### src/rtl/ext_pipe.sv
// Immediate extender for the D->E boundary of the MIPS core.
// Front end picks sign/zero/shamt/LUI/branch form; DEPTH registers retime it.
module ext_pipe #(
  parameter int DATA_W  = 32,
  parameter int IMM_W   = 16,
  parameter int SHAMT_W = 5,
  parameter int DEPTH   = 1
) (
  input  logic               clk,
  input  logic               reset,
  input  logic               in_valid,
  input  logic [2:0]         ext_op,
  input  logic [IMM_W-1:0]   imm,
  input  logic [SHAMT_W-1:0] shamt,
  input  logic               stall,
  input  logic               flush,
  output logic               out_valid,
  output logic [DATA_W-1:0]  ext,
  output logic               op_err
);

  logic [DATA_W-1:0] w_sx;
  logic [DATA_W-1:0] w_raw;
  logic              w_err;

  logic              r_vld  [DEPTH];
  logic [DATA_W-1:0] r_data [DEPTH];
  logic              r_err  [DEPTH];

  assign w_sx = DATA_W'($signed(imm));

  always_comb begin
    w_raw = '0;
    w_err = 1'b0;
    case (ext_op)
      3'd0: w_raw = w_sx;
      3'd1: w_raw = DATA_W'(imm);
      3'd2: w_raw = DATA_W'(shamt);
      3'd3: w_raw = {imm, {(DATA_W-IMM_W){1'b0}}};
      3'd4: w_raw = w_sx << 2;
      default: w_err = 1'b1;
    endcase
    // Invalid entries never carry data or an error flag.
    if (!in_valid) begin
      w_raw = '0;
      w_err = 1'b0;
    end
  end

  always_ff @(posedge clk or posedge reset) begin
    if (reset) begin
      for (int k = 0; k < DEPTH; k++) begin
        r_vld[k]  <= 1'b0;
        r_data[k] <= '0;
        r_err[k]  <= 1'b0;
      end
    end else if (flush) begin
      for (int k = 0; k < DEPTH; k++) begin
        r_vld[k]  <= 1'b0;
        r_data[k] <= '0;
        r_err[k]  <= 1'b0;
      end
    end else if (!stall) begin
      r_vld[0]  <= in_valid;
      r_data[0] <= w_raw;
      r_err[0]  <= w_err;
      for (int k = 1; k < DEPTH; k++) begin
        r_vld[k]  <= r_vld[k-1];
        r_data[k] <= r_data[k-1];
        r_err[k]  <= r_err[k-1];
      end
    end
  end

  assign out_valid = r_vld[DEPTH-1];
  assign ext       = r_data[DEPTH-1];
  assign op_err    = r_err[DEPTH-1];

endmodule

### config.mk
export PLATFORM = sky130hd
export DESIGN_NAME = ext_pipe
export DESIGN_NICKNAME = d
export VERILOG_FILES = /design/src/rtl/ext_pipe.sv
export SDC_FILE = /design/constraint.sdc
export NUM_CORES = 1
export LEC_CHECK = 0
export ABC_AREA = 1
export CAP_MARGIN = 15
export CORE_MARGIN = 1.5
export CORE_UTILIZATION = 44
export DETAILED_ROUTE_END_ITERATION = 8
export GPL_TIMING_DRIVEN = 0
export PLACE_DENSITY = 0.79
export SYNTH_ARGS = -nofsm -noshare
export SYNTH_HDL_FRONTEND = slang
export SYNTH_SLANG_ARGS = --single-unit
### constraint.sdc
create_clock -name clk -period 1.3 [get_ports clk]
set_input_delay 0.26 -clock clk [delete_from_list [all_inputs] [get_ports clk]]
set_output_delay 0.26 -clock clk [all_outputs]
set_load 0.01 [all_outputs]
==> results of run 1 <==
## cell families (layout without fill, tap and decap cells)
kind of cell,count (synthesis),in the layout,synth area share
flops,34,34,0.488
compound gates,26,26,0.0746
buf+inv,31,105,0.0868
simple gates,144,144,0.351
## worst max-delay path, delay by kind of cell
family                 cells  cell delay (ns)
and+or+nand+nor            3             0.31
AOI/OAI and AO/OA          1             0.14
buffers and inverters      2             0.71
## sequential cells by signal, summed over array words and instances, names as in the netlist
signal     cells
ext           32
op_err         1
out_valid      1
## synthesized netlist by cell type
cell type / number
buf_2: 4
buf_6: 4
clkbuf_1: 3
dfrtp_1: 34
inv_1: 17
inv_2: 3
nand2_1: 122
nand3_1: 11
nand3_2: 1
nand4_1: 5
nor2_1: 1
nor2_4: 3
nor2_8: 1
o21ai_0: 14
o21ai_1: 12
## worst min path at each step
stage                                        to  depth (start not counted)
after floorplan              ext[0]$_DFFE_PP0P_                          1
after global placement      ext[26]$_DFFE_PP0P_                          2
after detailed placement     ext[5]$_DFFE_PP0P_                          2
after CTS                    ext[2]$_DFFE_PP0P_                          5
after global routing      out_valid$_DFFE_PP0P_                          4
final                     out_valid$_DFFE_PP0P_                          4
## through the flow
stage           util  worst slack, ns  TNS, ns
2_1_floorplan      -            0.255        0
3_3_place_gp   0.645           -0.438   -26.43
3_5_place_dp   0.652           -0.480   -12.26
4_1_cts        0.671          -0.0153  -0.0171
5_1_grt        0.688           0.0107        0
6_report       0.688           0.0660        0
## report_power, final
part	internal, W	switching (W)	total [W]
registers	0.00108	0.0000121	0.00110
clock network	0.000573	0.000356	0.000929
logic	0.000174	0.000203	0.000377
total	0.00183	0.000571	0.00240
## layout make-up
cell class | count | area [um^2]
inverters | 20 | 75.1
multi-input cells | 170 | 762
clock inverters | 1 | 30.0
clock buffers | 7 | 76.3
repair buffers | 66 | 642
well taps | 48 | 60.1
fillers | 327 | 1170
flip-flops and latches | 34 | 851
plain buffers | 11 | 80.1
## layer usage
metal,track usage,vias up
li1,-,877
met1,0.293,756
met2,0.348,52
met3,0.0562,7
met4,0.0995,0
met5,0,-
## timing repair
item,CTS,global route
resized for setup,37,17
cloned,0,3
pin swaps,0,3
setup endpoints to repair,64,30
buffers inserted,1,0
==> results.toml, run 1 <==
[outcome]
status = "completed"

[sta]
skew_ns = 0
max_freq_mhz = 810
drv_slew = 0
finalHoldViolCount = 0
holdWs_ns = 0.314
rsz0062_at_grt = "no"
period_share = 0.949
setup_viol_count_final = 0
tightest_slew_ns = 0.720
slew_headroom = 0.519
period_needed_ns = 1.23

[grt]
overflow = 0
grt_max_degree = 19
antenna_found_initial = 0
grt_pass1_vias = 1534
grt_usage = 0.223
grt_first_pass_wirelength_um = 7180

[setup_path]
ff2ff_path_depth = 2
slowest_delay_ns = 0.49
crit_start = "imm[15]"
crit_type = "in2reg"
endpoint_kind = "flip-flop"
worst_path_most_repeated_cell = "nand2_1"
reg2reg_slack_ns = 0.69
path_cells = "clkdlybuf4s50_1, nand2_1, buf_2, o21ai_0, nand2_1, nand2_1"
r2r_start = "ext[26]$_DFFE_PP0P_"
crit_slowest_cell = "clkdlybuf4s50_1"
setup.worst_path.start_class = "primary input"
crit_path_end = "ext[28]$_DFFE_PP0P_"
worstPathMaxFanout = 10
required_ns = 1.48
reg2reg_to = "ext[26]$_DFFE_PP0P_"
arrival_ns = 1.41

[floorplanning]
start_util = 0.466
die_y_um = 66.0
num_rows = 22
core_um2 = 3740
io_pins = 63
die_area_um2 = 4350
dieWidth_um = 66.0

[route]
route.met2.wl_um = 2120
drcViolationCount = 0
wl_met3_um = 242
top_layer = "met4"
drt_pre_antenna_iters = 4
dr_total_vias = 1692
first_iter_violations = 85
wl_per_cell_um = 12.4
drt-total-wl_um = 4420
wl_met1_um = 1950
ant_nets = 0
via_per_inst = 4.74

[pwr]
peakVddDrop_uv = 749
finalPower_w = 0.00240
p_per_area_nw_per_um2 = 932
p_leak_nw = 1.53

[place]
place_inst = 345
place.gp.congestion = 0.880
place_hpwl_um = 3320
place_area_um2 = 2440
port-buffer-count = 61

[job]
drv_cap = 0

[finish]
antenna_cells = 0
area_growth_syn_to_layout_pct = 47.7
instances_no_fill = 357
nets = 337
mostFrequentLayoutCells = "nand2_1, dlygate4sd2_1, dfrtp_1"
final_common_cell = "nand2_1"
layout-drive-gt1-share = 0.104
stdcell_area_um2 = 2580

[logic_synthesis]
yosysUniqueCellTypes = 15
synth_seq_cells = 34
syn_area_um2 = 1740
syn_nets = 264
synth_top_area_cell = "dfrtp_1"
ys_seq_area_frac = 0.488
syn_area_per_cell_um2 = 7.42
synth_area_leaders = "dfrtp_1, nand2_1, o21ai_0"
yosysTopAreaCellShare = 0.488
syn_inst = 235
yosysWarnings = 0

[clocking]
insertion_delay_ns = 0.29
cts_tree = "yes"
numClockSinks = 34
cts_max_level = 2
postCtsHoldBufs = 0
clk_path_buf_depth = 2
cts_made_buffers = 5
clk_pin_slew_ns = 0.06
root_buffer = "clkbuf_8"

[worst_hold_path]
worstHoldStart = "flush"
worst_hold_path_type = "in2reg"
Note: power is estimated with default switching activity, not from simulation.
==> run 2: changes to the inputs <==
HOLD_SLACK_MARGIN = 0.03   (was default)
==> results of run 2 <==
No change in the layout: final DEF, timing and power equal those of run 1.
